[src/rtl/axis_out_packer_if.sv]
// Element-in / AXI-Stream-out signal bundle for axis_out_packer.
// master is the packer's view, slave is the view of the surrounding logic.
interface axis_out_packer_if #(
  parameter int IN_WIDTH             = 16,
  parameter int C_M_AXIS_TDATA_WIDTH = 32
);
  logic                                in_valid;
  logic                                in_ready;
  logic [IN_WIDTH-1:0]                 in_data;
  logic                                in_last;
  logic                                M_AXIS_TVALID;
  logic                                M_AXIS_TREADY;
  logic [C_M_AXIS_TDATA_WIDTH-1:0]     M_AXIS_TDATA;
  logic [C_M_AXIS_TDATA_WIDTH/8-1:0]   M_AXIS_TKEEP;
  logic                                M_AXIS_TLAST;

  modport master (
    input  in_valid, in_data, in_last, M_AXIS_TREADY,
    output in_ready, M_AXIS_TVALID, M_AXIS_TDATA, M_AXIS_TKEEP, M_AXIS_TLAST
  );

  modport slave (
    output in_valid, in_data, in_last, M_AXIS_TREADY,
    input  in_ready, M_AXIS_TVALID, M_AXIS_TDATA, M_AXIS_TKEEP, M_AXIS_TLAST
  );
endinterface

[src/rtl/axis_out_packer.sv]
// Requantises psum elements, packs them into AXI-Stream beats and buffers beats in a FWFT FIFO.
// Optional macro OUT_PACKER_RELU_EN: clamp negative requantised values to zero before saturation.
module axis_out_packer #(
  parameter int IN_WIDTH             = 16,
  parameter int ELEM_WIDTH           = 8,
  parameter int C_M_AXIS_TDATA_WIDTH = 32,
  parameter int FIFO_DEPTH           = 8,
  parameter int SHIFT_WIDTH          = 5
) (
  input  logic                          clk,
  input  logic                          rst,
  input  logic                          clear,
  input  logic [SHIFT_WIDTH-1:0]        requant_shift,
  axis_out_packer_if.master             bus,
  output logic [$clog2(FIFO_DEPTH):0]   fifo_level,
  output logic                          sat_flag,
  output logic                          layer_done
);
  localparam int EPB     = C_M_AXIS_TDATA_WIDTH / ELEM_WIDTH;
  localparam int KEEP_W  = C_M_AXIS_TDATA_WIDTH / 8;
  localparam int BPE     = ELEM_WIDTH / 8;
  localparam int LANE_W  = (EPB > 1) ? $clog2(EPB) : 1;
  localparam int PTR_W   = $clog2(FIFO_DEPTH);
  localparam int ENTRY_W = C_M_AXIS_TDATA_WIDTH + KEEP_W + 1;
  localparam logic signed [IN_WIDTH-1:0] MAX_V =
    {{(IN_WIDTH-ELEM_WIDTH+1){1'b0}}, {(ELEM_WIDTH-1){1'b1}}};
  localparam logic signed [IN_WIDTH-1:0] MIN_V = ~MAX_V;

  function automatic logic signed [IN_WIDTH-1:0] requant(
    input logic signed [IN_WIDTH-1:0] x,
    input logic [SHIFT_WIDTH-1:0]     sh
  );
    logic signed [IN_WIDTH-1:0] r;
    r = x >>> sh;
`ifdef OUT_PACKER_RELU_EN
    if (r < 0) r = '0;
`endif
    return r;
  endfunction

  function automatic logic clamps(input logic signed [IN_WIDTH-1:0] x);
    return (x > MAX_V) || (x < MIN_V);
  endfunction

  function automatic logic signed [ELEM_WIDTH-1:0] saturate(input logic signed [IN_WIDTH-1:0] x);
    if (x > MAX_V) return ELEM_WIDTH'(MAX_V);
    if (x < MIN_V) return ELEM_WIDTH'(MIN_V);
    return x[ELEM_WIDTH-1:0];
  endfunction

  logic [ENTRY_W-1:0]                mem [FIFO_DEPTH];
  logic [PTR_W-1:0]                  wr_ptr, rd_ptr;
  logic [PTR_W:0]                    count;
  logic [LANE_W-1:0]                 lane;
  logic [C_M_AXIS_TDATA_WIDTH-1:0]   pack_p0;
  logic signed [IN_WIDTH-1:0]        shifted;
  logic signed [ELEM_WIDTH-1:0]      elem;
  logic [C_M_AXIS_TDATA_WIDTH-1:0]   beat_data;
  logic [KEEP_W-1:0]                 beat_keep;
  logic                              fifo_full, fifo_empty, accept, push, pop;

  assign fifo_full    = (count == (PTR_W+1)'(FIFO_DEPTH));
  assign fifo_empty   = (count == '0);
  assign bus.in_ready = ~fifo_full;
  assign accept       = bus.in_valid & ~fifo_full & ~clear;
  assign push         = accept & ((lane == LANE_W'(EPB-1)) | bus.in_last);
  assign pop          = ~fifo_empty & bus.M_AXIS_TREADY & ~clear;
  assign shifted      = requant($signed(bus.in_data), requant_shift);
  assign elem         = saturate(shifted);

  // Beat as it would look with the current element merged in; unfilled lanes stay zero.
  always_comb begin
    beat_data = pack_p0;
    beat_data[int'(lane)*ELEM_WIDTH +: ELEM_WIDTH] = elem;
    beat_keep = '0;
    for (int b = 0; b < KEEP_W; b++) beat_keep[b] = ((b / BPE) <= int'(lane));
  end

  // Head entry is masked while empty so the idle bus reads as zero.
  assign bus.M_AXIS_TVALID = ~fifo_empty;
  assign {bus.M_AXIS_TLAST, bus.M_AXIS_TKEEP, bus.M_AXIS_TDATA} =
    fifo_empty ? '0 : mem[rd_ptr];
  assign fifo_level = count;

  always_ff @(posedge clk or posedge rst) begin
    if (rst) begin
      lane       <= '0;
      pack_p0    <= '0;
      wr_ptr     <= '0;
      rd_ptr     <= '0;
      count      <= '0;
      sat_flag   <= 1'b0;
      layer_done <= 1'b0;
    end else if (clear) begin
      lane       <= '0;
      pack_p0    <= '0;
      wr_ptr     <= '0;
      rd_ptr     <= '0;
      count      <= '0;
      sat_flag   <= 1'b0;
      layer_done <= 1'b0;
    end else begin
      layer_done <= pop & mem[rd_ptr][ENTRY_W-1];
      if (accept) begin
        if (clamps(shifted)) sat_flag <= 1'b1;
        if (push) begin
          lane    <= '0;
          pack_p0 <= '0;
        end else begin
          lane    <= lane + 1'b1;
          pack_p0 <= beat_data;
        end
      end
      if (push) wr_ptr <= wr_ptr + 1'b1;
      if (pop)  rd_ptr <= rd_ptr + 1'b1;
      count <= count + (PTR_W+1)'(push) - (PTR_W+1)'(pop);
    end
  end

  always_ff @(posedge clk) begin
    if (push) mem[wr_ptr] <= {bus.in_last, beat_keep, beat_data};
  end
endmodule

[src/flat_wrapper.sv]
// flat-port wrapper written by rule: the top's interface ports become plain ports
module axis_out_packer_flat 
#(
  parameter int IN_WIDTH             = 16,
  parameter int ELEM_WIDTH           = 8,
  parameter int C_M_AXIS_TDATA_WIDTH = 32,
  parameter int FIFO_DEPTH           = 8,
  parameter int SHIFT_WIDTH          = 5
)
  (clk, rst, clear, requant_shift, fifo_level, sat_flag, layer_done, bus_in_valid, bus_in_data, bus_in_last, bus_M_AXIS_TREADY, bus_in_ready, bus_M_AXIS_TVALID, bus_M_AXIS_TDATA, bus_M_AXIS_TKEEP, bus_M_AXIS_TLAST);
  axis_out_packer_if #(.IN_WIDTH(IN_WIDTH), .C_M_AXIS_TDATA_WIDTH(C_M_AXIS_TDATA_WIDTH)) bus_i ();
  input  logic clk;
  input  logic rst;
  input  logic clear;
  input  logic [SHIFT_WIDTH-1:0] requant_shift;
  output logic [$clog2(FIFO_DEPTH):0] fifo_level;
  output logic sat_flag;
  output logic layer_done;
  input wire logic [$bits(bus_i.in_valid)-1:0] bus_in_valid;
  input wire logic [$bits(bus_i.in_data)-1:0] bus_in_data;
  input wire logic [$bits(bus_i.in_last)-1:0] bus_in_last;
  input wire logic [$bits(bus_i.M_AXIS_TREADY)-1:0] bus_M_AXIS_TREADY;
  output wire logic [$bits(bus_i.in_ready)-1:0] bus_in_ready;
  output wire logic [$bits(bus_i.M_AXIS_TVALID)-1:0] bus_M_AXIS_TVALID;
  output wire logic [$bits(bus_i.M_AXIS_TDATA)-1:0] bus_M_AXIS_TDATA;
  output wire logic [$bits(bus_i.M_AXIS_TKEEP)-1:0] bus_M_AXIS_TKEEP;
  output wire logic [$bits(bus_i.M_AXIS_TLAST)-1:0] bus_M_AXIS_TLAST;
  assign bus_i.in_valid = bus_in_valid;
  assign bus_i.in_data = bus_in_data;
  assign bus_i.in_last = bus_in_last;
  assign bus_i.M_AXIS_TREADY = bus_M_AXIS_TREADY;
  assign bus_in_ready = bus_i.in_ready;
  assign bus_M_AXIS_TVALID = bus_i.M_AXIS_TVALID;
  assign bus_M_AXIS_TDATA = bus_i.M_AXIS_TDATA;
  assign bus_M_AXIS_TKEEP = bus_i.M_AXIS_TKEEP;
  assign bus_M_AXIS_TLAST = bus_i.M_AXIS_TLAST;
  axis_out_packer #(.IN_WIDTH(IN_WIDTH), .ELEM_WIDTH(ELEM_WIDTH), .C_M_AXIS_TDATA_WIDTH(C_M_AXIS_TDATA_WIDTH), .FIFO_DEPTH(FIFO_DEPTH), .SHIFT_WIDTH(SHIFT_WIDTH)) u_core (.clk(clk), .rst(rst), .clear(clear), .requant_shift(requant_shift), .bus(bus_i), .fifo_level(fifo_level), .sat_flag(sat_flag), .layer_done(layer_done));
endmodule
[config.mk]
export PLATFORM = sky130hd
export DESIGN_NAME = axis_out_packer_flat
export DESIGN_NICKNAME = d
export VERILOG_FILES = /design/src/rtl/axis_out_packer_if.sv /design/src/rtl/axis_out_packer.sv /design/src/flat_wrapper.sv
export SDC_FILE = /design/constraint.sdc
export NUM_CORES = 1
export LEC_CHECK = 0
export BUFFER_PORTS_ARGS = -buffer_cell sky130_fd_sc_hd__buf_2
export CORE_MARGIN = 2
export CORE_UTILIZATION = 50
export CTS_CLUSTER_SIZE = 12
export DETAILED_ROUTE_END_ITERATION = 10
export PLACE_DENSITY = 0.71
export SLEW_MARGIN = 20
export SYNTH_ARGS = -nofsm -noshare
export SYNTH_HDL_FRONTEND = slang
export SYNTH_SLANG_ARGS = --single-unit
export TNS_END_PERCENT = 30
[constraint.sdc]
create_clock -name clk -period 8.62 [get_ports clk]
set_clock_uncertainty 0.05 [all_clocks]
set_input_delay 1.724 -clock clk [delete_from_list [all_inputs] [get_ports clk]]
set_output_delay 1.724 -clock clk [all_outputs]
set_load 0.01 [all_outputs]
==> flow_summary_export.csv, run 1 <==
group,metric,value,unit
clock_tree,cts_hold_buf,0,
sta,period_needed,5.08,ns
routing,drtIter0Drc,887,
setup_path,r2r_start,"u_core.lane[0]",
logic_synthesis,avgSynthCellArea,17.0,um2
logic_synthesis,ys_seq_area_share,66.8,%
logic_synthesis,synth_simple_gate_area_share,5.99,%
sta,rsz0062_at_grt,"no",
logic_synthesis,synth_top_area_cell,"edfxtp_1",
logic_synthesis,synthCells,864,
min_path,min_to,"u_core.pack_p0[5]",
setup_path,path_class,"reg -> out",
setup_path,reg2reg_to,"u_core.mem[3][6]",
pwr,ir_drop,137,uV
sta,slew_violations,0,
logic_synthesis,synth_area,14700,um2
sta,tightest_slew,1.13,ns
logic_synthesis,synth.top_cell.area_share,59.0,%
run_status,outcome,"completed",
pwr,switchingPower,1.12,mW
final_layout,final_area,16500,um2
placed_design,numPortBuffers,71,
final_layout,syn2layout_area_growth,12.5,%
grt,grt_max_degree,75,
sta,fmax,197,MHz
grt,antenna_found_initial,0,
logic_synthesis,synthTopCellsByCount,"edfxtp_1, mux4_2, nor2_1",
clock_tree,post-cts-setup-buffers,0,
die,core_area,28800,um2
logic_synthesis,synth.most_common_cell,"edfxtp_1",
clock_tree,ctsRootBufferMaster,"clkbuf_16",
clock_tree,clk-insertion-delay-late,0.50,ns
setup_path,crit_required,6.85,ns
logic_synthesis,async_flop_share,13.8,%
setup_path,cp-start-kind,"register",
pwr,p_leak,5.46,nW
sta,final.period_utilization,58.9,%
run,maxCapViolCount,0,
logic_synthesis,synthMuxAreaShare,17.0,%
routing,antenna_left,0,
pwr,p_int,3.06,mW
clock_tree,clk_pin_slew_worst_paths,0.06,ns
die,start_util,50.9,%
placed_design,placed_area,15400,um2
sta,relSlewSlack,24.4,%
routing,wirelength,31500,um
grt,grt_pass1_vias,8287,
min_path,worstHoldStart,"u_core.pack_p0[5]",
placed_design,globalplace.congestion,0.840,
die,die-area,30700,um2
logic_synthesis,yosysUniqueCellTypes,61,
clock_tree,clockBufferDepth,3,
die,io_pins,72,
logic_synthesis,synth_edf_count,288,
setup_path,path_max_fanout,46,
logic_synthesis,synth-xor-area-share,0.358,%
pwr,total_power,4.18,mW
placed_design,place_hpwl,17600,um
sta,setup_violations,0,
clock_tree,postCtsResizedCells,0,
logic_synthesis,yosys_warnings,0,
logic_synthesis,synth_top_family_by_area,"multiplexers",
pwr,seqPwrFrac,45.1,%
clock_tree,numClockSinks,334,
setup_path,critical_path_arrival,3.30,ns
logic_synthesis,ys_seq_elements,334,
logic_synthesis,synth_fa_ha_area_share,1.42,%
routing,post_drt_wl_per_cell,23.4,um
routing,drc,0,
grt,grt.overflow.total,0,
setup_path,rr_worst_depth,5,
grt,grt_first_pass_wirelength,49200,um
clock_tree,cts_tree,"yes",
routing,via_count,8140,
pwr,combPwrFrac,21.5,%
sta,final_hold_viol_count,0,
setup_path,cp-end-kind,"primary output",
logic_synthesis,ys_top_cells_by_area,"edfxtp_1, mux4_2, dfrtp_1",
pwr,power.share.switching,26.8,%
final_layout,layout-drive-gt1-share,26.3,%
routing,avgViaCountPerCell,6.05,
pwr,powerDensity,254,nW/um2
die,die_w,175,um
clock_tree,cts-buffers-inserted,35,
final_layout,diodes,0,
die,rows,62,
setup_path,reg2reg_slack,5.32,ns
pwr,clkPwrFrac,33.5,%
die,die_y,175,um
logic_synthesis,synth-compound-area-share,5.89,%
logic_synthesis,synth_flop_cell,"edfxtp_1",
min_path,hp-class,"reg -> reg",
grt,grt.total_usage,21.1,%
final_layout,nets,979,
sta,fin_setup_tns,0,ns
routing,dr.pass1.iters,7,
clock_tree,htree_levels,2,
min_path,min_path_cells,2,
logic_synthesis,synth.net_count,907,
worst max-delay path: stages (launching register included):
cell	delay (ns)
dfrtp_4	0.82
buf_4	0.83
mux4_2	0.61
mux2i_1	0.26
nor2_1	0.06
buf_2	0.17
layer usage:
layer	wire length [um]	up-vias	track usage [%]	part of all wire (%)
li1	-	3607	-	-
met1	13700	4209	30.4	44
met2	15300	278	33.8	49
met3	1800	46	3.57	5.7
met4	631	0	5.66	2.0
met5	0	-	0	0
per-stage QoR:
step                utilization (%)  hold WS [ns]  setup slack (ns)  cells
detailed placement             53.5         0.425              3.63   1283
CTS                            57.2         0.438              3.42   1346
finish                         57.3         0.434              3.54   1346
global route                   57.3         0.457              3.25   1346
global placement               53.5         0.417              3.72   1283
floorplan                         -         0.406              3.10    864
sequential cells by signal (all words and copies together) (netlist names):
register           count
u_core.mem           288
u_core.pack_p0        32
u_core.fifo_level      4
u_core.rd_ptr          3
u_core.wr_ptr          3
u_core.lane            2
u_core.layer_done      1
u_core.sat_flag        1
power by group through the flow:
stage	registers, mW	clock network, mW	logic (mW)
floorplan	1.85	0	0.700
global placement	1.92	0	0.903
detailed placement	1.92	0	0.912
CTS	1.89	1.42	0.918
global route	1.90	1.49	0.987
finish	1.88	1.40	0.897
how the worst max path moves through the flow:
stage / startpoint / to / slack, ns / depth (start not counted)
6_report: u_core.rd_ptr[0] / bus_M_AXIS_TDATA[17] / 3.54 / 5
5_1_grt: u_core.rd_ptr[0] / bus_M_AXIS_TDATA[17] / 3.25 / 5
4_1_cts: u_core.rd_ptr[0] / bus_M_AXIS_TDATA[17] / 3.42 / 5
3_5_place_dp: requant_shift[1] / u_core.mem[3][11] / 3.63 / 7
3_3_place_gp: requant_shift[1] / u_core.mem[0][19] / 3.72 / 7
2_1_floorplan: bus_in_valid / u_core.mem[0][0] / 3.10 / 5
cells in the final DEF, fill, tap and decap left out, drive strengths merged, types with 7 or more instances in the layout:
master / count
o221ai: 8
dfrtp: 46
mux4: 86
ha: 15
edfxtp: 288
nand2b: 19
mux2i: 45
nor2: 67
a21oi: 15
clkbuf: 59
buf: 84
nand3: 10
o211ai: 9
mux2: 9
o311ai: 40
o21ai: 7
inv: 26
nand2: 59
kinds of logic (layout without fill, tap and decap cells):
| kind of cell | Yosys count | after routing |
|---|---|---|
| mux | 140 | 140 |
| flops | 334 | 334 |
| buf+inv | 77 | 175 |
| simple gates | 184 | 184 |
| fa+ha+maj | 16 | 16 |
| xor+xnor | 6 | 6 |
| compound gates | 107 | 107 |
area by class of cell:
class                   instances  area (um2)
clock inverters                 4        21.3
inverters                      28         106
flip-flops and latches        334        9810
repair buffers                 84         453
clock buffers                  59        1050
fillers                      2186       12300
multi-input cells             453        4570
well taps                     384         480
(Power assumes the default switching activity.)
==> run 2, diff against run 1 <==
--- a/config.mk
+++ b/config.mk
@@ -5,12 +5,13 @@
 export SDC_FILE = /design/constraint.sdc
 export NUM_CORES = 1
 export LEC_CHECK = 0
+export ABC_AREA = 1
 export BUFFER_PORTS_ARGS = -buffer_cell sky130_fd_sc_hd__buf_2
 export CORE_MARGIN = 2
 export CORE_UTILIZATION = 50
 export CTS_CLUSTER_SIZE = 12
 export DETAILED_ROUTE_END_ITERATION = 10
-export PLACE_DENSITY = 0.71
+export PLACE_DENSITY = 0.74
 export SLEW_MARGIN = 20
 export SYNTH_ARGS = -nofsm -noshare
 export SYNTH_HDL_FRONTEND = slang
==> constraint.sdc (replaced) <==
create_clock -name clk -period 4.3 [get_ports clk]
set_clock_uncertainty 0.05 [all_clocks]
set_input_delay 0.86 -clock clk [delete_from_list [all_inputs] [get_ports clk]]
set_output_delay 0.86 -clock clk [all_outputs]
set_load 0.01 [all_outputs]
==> run 2 against run 1 <==
Compared with the run above: area after synthesis is 1.0% lower; register-to-register slack got worse by 4.3 ns; wire length up 6.0%; die area fell by 0.99%; worst hold slack worse by 0.0035 ns; sequential cell count did not move; total power rose by 110%; final area fell by 1.5%; via count increased by 24%; synthesized cell count is 54% higher; critical path type unchanged; largest power group unchanged.
==> flow_summary_export.csv, run 2 <==
group,metric,value,unit
final_layout,final_common_cell,"edfxtp_1",
routing,antenna_left,0,
final_layout,largest_register_ffs,288,
logic_synthesis,synth.top_cell.area_share,59.6,%
die,die_y,174,um
logic_synthesis,synth.net_count,1376,
final_layout,final_cell_mix,"edfxtp_1, nor2_1, nand2_1",
clock_tree,ctsRootBufferMaster,"clkbuf_16",
run_status,outcome,"completed",
clock_tree,post-cts-setup-buffers,0,
clock_tree,htree_levels,2,
clock_tree,cts_hold_buf,0,
logic_synthesis,synth_top_area_cell,"edfxtp_1",
logic_synthesis,async_flop_share,13.8,%
routing,post_drt_wl_per_cell,18.7,um
final_layout,final_area,16200,um2
sta,final.period_utilization,86.5,%
grt,antenna_found_initial,0,
clock_tree,cts_tree,"yes",
placed_design,globalplace.congestion,0.856,
grt,grt_max_degree,146,
final_layout,largest-register,"u_core.mem",
logic_synthesis,avgSynthCellArea,10.9,um2
die,core_area,28600,um2
die,start_util,50.7,%
final_layout,syn2layout_area_growth,11.9,%
min_path,hp-class,"reg -> reg",
setup_path,cp-start-kind,"register",
final_layout,layout-drive-gt1-share,12.7,%
sta,relSlewSlack,29.4,%
routing,drc,0,
run,maxCapViolCount,0,
grt,grt_first_pass_wirelength,52200,um
pwr,p_leak,5.87,nW
sta,rsz0062_at_grt,"no",
sta,tightest_slew,1.06,ns
routing,wirelength,33400,um
logic_synthesis,synth.most_common_cell,"edfxtp_1",
pwr,powerDensity,536,nW/um2
clock_tree,clk_pin_slew_worst_paths,0.06,ns
logic_synthesis,yosysUniqueCellTypes,39,
routing,avgViaCountPerCell,5.66,
sta,final_hold_viol_count,0,
logic_synthesis,ys_seq_area_share,67.5,%
sta,period_needed,3.72,ns
clock_tree,clockBufferDepth,3,
clock_tree,clk-insertion-delay-late,0.51,ns
grt,grt.overflow.total,0,
routing,drtIter0Drc,1135,
clock_tree,numClockSinks,334,
clock_tree,cts-buffers-inserted,34,
setup_path,critical_path_arrival,2.81,ns
pwr,ir_drop,263,uV
logic_synthesis,synthTopCellsByCount,"edfxtp_1, nor2_1, nand2_1",
die,die_w,174,um
sta,setup_violations,0,
clock_tree,postCtsResizedCells,0,
placed_design,placed_area,15200,um2
die,rows,62,
sta,slew_violations,0,
final_layout,multiInputGateArea,4210,um2
die,die-area,30400,um2
sta,worst_slack,0.582,ns
final_layout,regArea,9800,um2
setup_path,crit_required,3.39,ns
logic_synthesis,synthCells,1333,
logic_synthesis,ys_seq_elements,334,
sta,fin_setup_tns,0,ns
setup_path,path_class,"reg -> out",
final_layout,fillers,2306,
routing,via_count,10126,
final_layout,nets,1423,
placed_design,numPortBuffers,71,
sta,fmax,269,MHz
grt,grt.total_usage,21.9,%
grt,grt_pass1_vias,9724,
final_layout,diodes,0,
placed_design,place_hpwl,18600,um
setup_path,path_max_fanout,18,
logic_synthesis,yosys_warnings,0,
logic_synthesis,synth_edf_count,288,
setup_path,cp-end-kind,"primary output",
logic_synthesis,synth_area,14500,um2
logic_synthesis,synth_flop_cell,"edfxtp_1",
routing,dr.pass1.iters,6,
placed_design,post-place-ws,1.03,ns
logic_synthesis,ys_top_cells_by_area,"edfxtp_1, dfrtp_1, o21ai_0",
die,io_pins,72,
final_layout,finalCoreUtilization,56.8,%
==> run 2: worst paths after layout <==
path	endpoint	start	cells past startpoint	slack, ns
setup / recovery	bus_M_AXIS_TDATA[9]	u_core.fifo_level[2]	7	0.58
setup reg to reg	u_core.mem[1][16]	u_core.lane[0]	6	1.04
min in group asynchronous	u_core.layer_done	rst	2	0.44
hold / removal	u_core.pack_p0[28]	u_core.pack_p0[28]	2	0.43
max in group asynchronous	u_core.rd_ptr[0]	rst	2	3.19
hold reg to reg	u_core.pack_p0[28]	u_core.pack_p0[28]	2	0.43
==> run 2: kinds of logic (layout without fill, tap and decap cells) <==
group                      Yosys count  in the layout  synth area share [%]
AOI/OAI and AO/OA                  308            308                  11.5
xor gates and xnor gates             2              2                 0.121
adders and majority gates           16             16                  1.43
buffers and inverters              130            202                  3.91
DFF                                334            334                  67.5
muxes                                2              2                 0.138
and+or+nand+nor                    541            541                  15.4
==> run 2: power by group <==
group / internal [mW] / leakage, nW / switching (mW)
Clock: 1.55 / 0.477 / 1.13
Sequential: 3.68 / 2.99 / 0.0476
Combinational: 0.705 / 2.41 / 1.59
Total: 5.94 / 5.87 / 2.77
==> run 2: area by class of cell <==
type,count,area share (%)
clock inverter,1,0.0539
tap,384,2.96
sequential,334,60.3
inverter,50,1.20
multi-input combinational,869,25.9
clock buffer,60,6.09
timing repair buffer,91,3.47
==> run 2: worst max-delay path: stages, from the launching register on <==
cell and delay [ns]:
dfrtp_1 0.37, inv_1 0.10, ha_1 0.18, nand3_1 0.74
buf_4 0.51, o21ai_0 0.10, a31oi_1 0.10, buf_2 0.19
==> run 2: per-stage QoR <==
| stage | power (mW) | cells | hold WS, ns |
|---|---|---|---|
| final | 8.71 | 1789 | 0.431 |
| after global routing | 9.11 | 1789 | 0.454 |
| after CTS | 8.72 | 1788 | 0.433 |
| after detailed placement | 6.05 | 1727 | 0.417 |
| after global placement | 5.99 | 1727 | 0.411 |
| after floorplan | 5.26 | 1333 | 0.399 |
==> run 2: metal layers <==
metal / track usage, % / share of wire (%)
met1: 28.8 / 41
met2: 37.3 / 49
met3: 3.92 / 7.7
met4: 6.51 / 2.0
met5: 0 / 0
==> run 3, diff against run 2 <==
--- a/config.mk
+++ b/config.mk
@@ -7,7 +7,7 @@
 export LEC_CHECK = 0
 export ABC_AREA = 1
 export BUFFER_PORTS_ARGS = -buffer_cell sky130_fd_sc_hd__buf_2
-export CORE_MARGIN = 2
+export CORE_MARGIN = 4
 export CORE_UTILIZATION = 50
 export CTS_CLUSTER_SIZE = 12
 export DETAILED_ROUTE_END_ITERATION = 10
==> run 3 against run 2 <==
Compared with the run above: sequential share of layout area grew 0.056 points; final area about the same; die area rose by 4.6%; critical path type unchanged; largest cell class unchanged; wire length down 1.1%; fmax up 4.1%; worst hold slack improved by 0.0068 ns; global-route usage down 1.1 points; critical endpoint is now bus_M_AXIS_TDATA[11]; first-iteration DRC count decreased by 15%; clock power is 2% higher; sequential cell count stayed put; sequential power barely moved; core utilization is 0.21 points lower.
==> flow_summary_export.csv, run 3 (synthesized netlist as in run 2, its figures left out) <==
group,metric,value,unit
sta,period_needed,3.57,ns
final_layout,nets,1424,
setup_path,cp-start-kind,"register",
clock_tree,ctsRootBufferMaster,"clkbuf_16",
routing,dr.pass1.iters,5,
final_layout,largest-register,"u_core.mem",
setup_path,crit_required,3.39,ns
run_status,outcome,"completed",
sta,fin_setup_tns,0,ns
sta,final_hold_viol_count,0,
setup_path,path_max_fanout,40,
placed_design,placed_area,15200,um2
final_layout,finalCoreUtilization,56.6,%
clock_tree,htree_levels,2,
grt,grt_max_degree,85,
setup_path,critical_path_arrival,2.66,ns
grt,grt_first_pass_wirelength,51800,um
clock_tree,clockBufferDepth,3,
clock_tree,numClockSinks,334,
setup_path,cp-end-kind,"primary output",
die,io_pins,72,
setup_path,rr_worst_depth,6,
setup_path,cp_top_family,"buffers and inverters",
clock_tree,clk_pin_slew_worst_paths,0.06,ns
routing,drc,0,
pwr,p_leak,5.87,nW
setup_path,cp_cell_sequence,"inv_2, buf_4, o21ai_0, o22ai_1, o21ai_0, a31oi_1, buf_2",
sta,rsz0062_at_grt,"no",
sta,setup_violations,0,
pwr,ir_drop,284,uV
clock_tree,postCtsResizedCells,0,
final_layout,fillers,2319,
grt,grt.overflow.total,0,
routing,post_drt_wl_per_cell,18.4,um
final_layout,final_common_cell,"edfxtp_1",
sta,slew_violations,0,
die,die-area,31800,um2
setup_path,cpPeakStageDelay,0.58,ns
sta,relSlewSlack,22.6,%
sta,tightest_slew,1.15,ns
min_path,min_to,"u_core.pack_p0[27]",
final_layout,final_cell_mix,"edfxtp_1, nor2_1, nand2_1",
setup_path,r2r_start,"u_core.lane[0]",
final_layout,final_area,16200,um2
min_path,hp-class,"reg -> reg",
pwr,powerDensity,537,nW/um2
placed_design,globalplace.congestion,0.833,
run,maxCapViolCount,0,
grt,grt_pass1_vias,9759,
routing,drtIter0Drc,969,
die,rows,62,
final_layout,fin_cells,1790,
sta,fmax,280,MHz
min_path,worstHoldStart,"u_core.pack_p0[27]",
setup_path,crit_slowest_cell,"inv_2",
final_layout,layout-drive-gt1-share,12.8,%
clock_tree,post-cts-setup-buffers,0,
final_layout,diodes,0,
die,core_area,28700,um2
placed_design,post-place-ws,1.08,ns
placed_design,place_hpwl,18700,um
die,die_y,178,um
sta,worst_slack,0.729,ns
grt,antenna_found_initial,0,
grt,grt.total_usage,20.8,%
placed_design,place_inst,1729,
placed_design,numPortBuffers,71,
clock_tree,cts_tree,"yes",
setup_path,reg2reg_to,"u_core.mem[4][28]",
clock_tree,clk-insertion-delay-late,0.51,ns
routing,antenna_left,0,
clock_tree,cts_hold_buf,0,
die,die_w,178,um
sta,final.period_utilization,83.0,%
die,start_util,50.6,%
setup_path,path_class,"reg -> out",
routing,via_count,10003,
setup_path,crit_top_cell,"o21ai_0",
setup_path,reg2reg_slack,0.99,ns
routing,avgViaCountPerCell,5.59,
routing,wirelength,33000,um
final_layout,syn2layout_area_growth,11.8,%
clock_tree,cts-buffers-inserted,34,
setup_path,path_buf_inv,3,
min_path,min_path_cells,2,
final_layout,largest_register_ffs,288,
## run 3: metal layers
| metal | track usage, % | routed length [um] |
|---|---|---|
| met5 | 0 | 0 |
| met4 | 6.52 | 763 |
| met3 | 3.45 | 2050 |
| met2 | 36.3 | 16500 |
| met1 | 26.8 | 13700 |
## run 3: layout make-up
type                       count  area (um2)  area share (%)
clock buffer                  58         962            5.93
timing repair buffer          92         538            3.31
inverter                      50         195            1.20
tap                          384         480            2.96
multi-input combinational    869        4210            25.9
sequential                   334        9800            60.4
clock inverter                 3        46.3           0.285
## run 3: worst max path at each step
stage | slack [ns] | to | from | cells after the start
floorplan | 0.87 | u_core.mem[0][0] | bus_in_valid | 6
detailed placement | 1.08 | u_core.mem[4][24] | u_core.lane[0] | 6
finish | 0.73 | bus_M_AXIS_TDATA[11] | u_core.rd_ptr[1] | 7
CTS | 0.73 | bus_M_AXIS_TDATA[11] | u_core.rd_ptr[1] | 7
global route | 0.61 | bus_M_AXIS_TDATA[25] | u_core.rd_ptr[1] | 7
global placement | 1.22 | u_core.mem[4][21] | u_core.lane[0] | 6
## run 3: report_power, final
part           internal [mW]  switching, mW
combinational          0.689           1.57
sequential              3.68         0.0468
clock                   1.58           1.15
## run 3: tightest hold or removal path, cell delays in order, from the launching register on
cell     delay (ns)
dfrtp_1        0.34
nand2_1        0.06
nand2_1        0.06
## run 3: through the flow
stage                     power [mW]  hold WS [ns]
after detailed placement        6.05         0.420
after floorplan                 5.26         0.399
final                           8.72         0.437
after CTS                       8.76         0.436
after global placement          6.00         0.413
after global routing            9.16         0.446
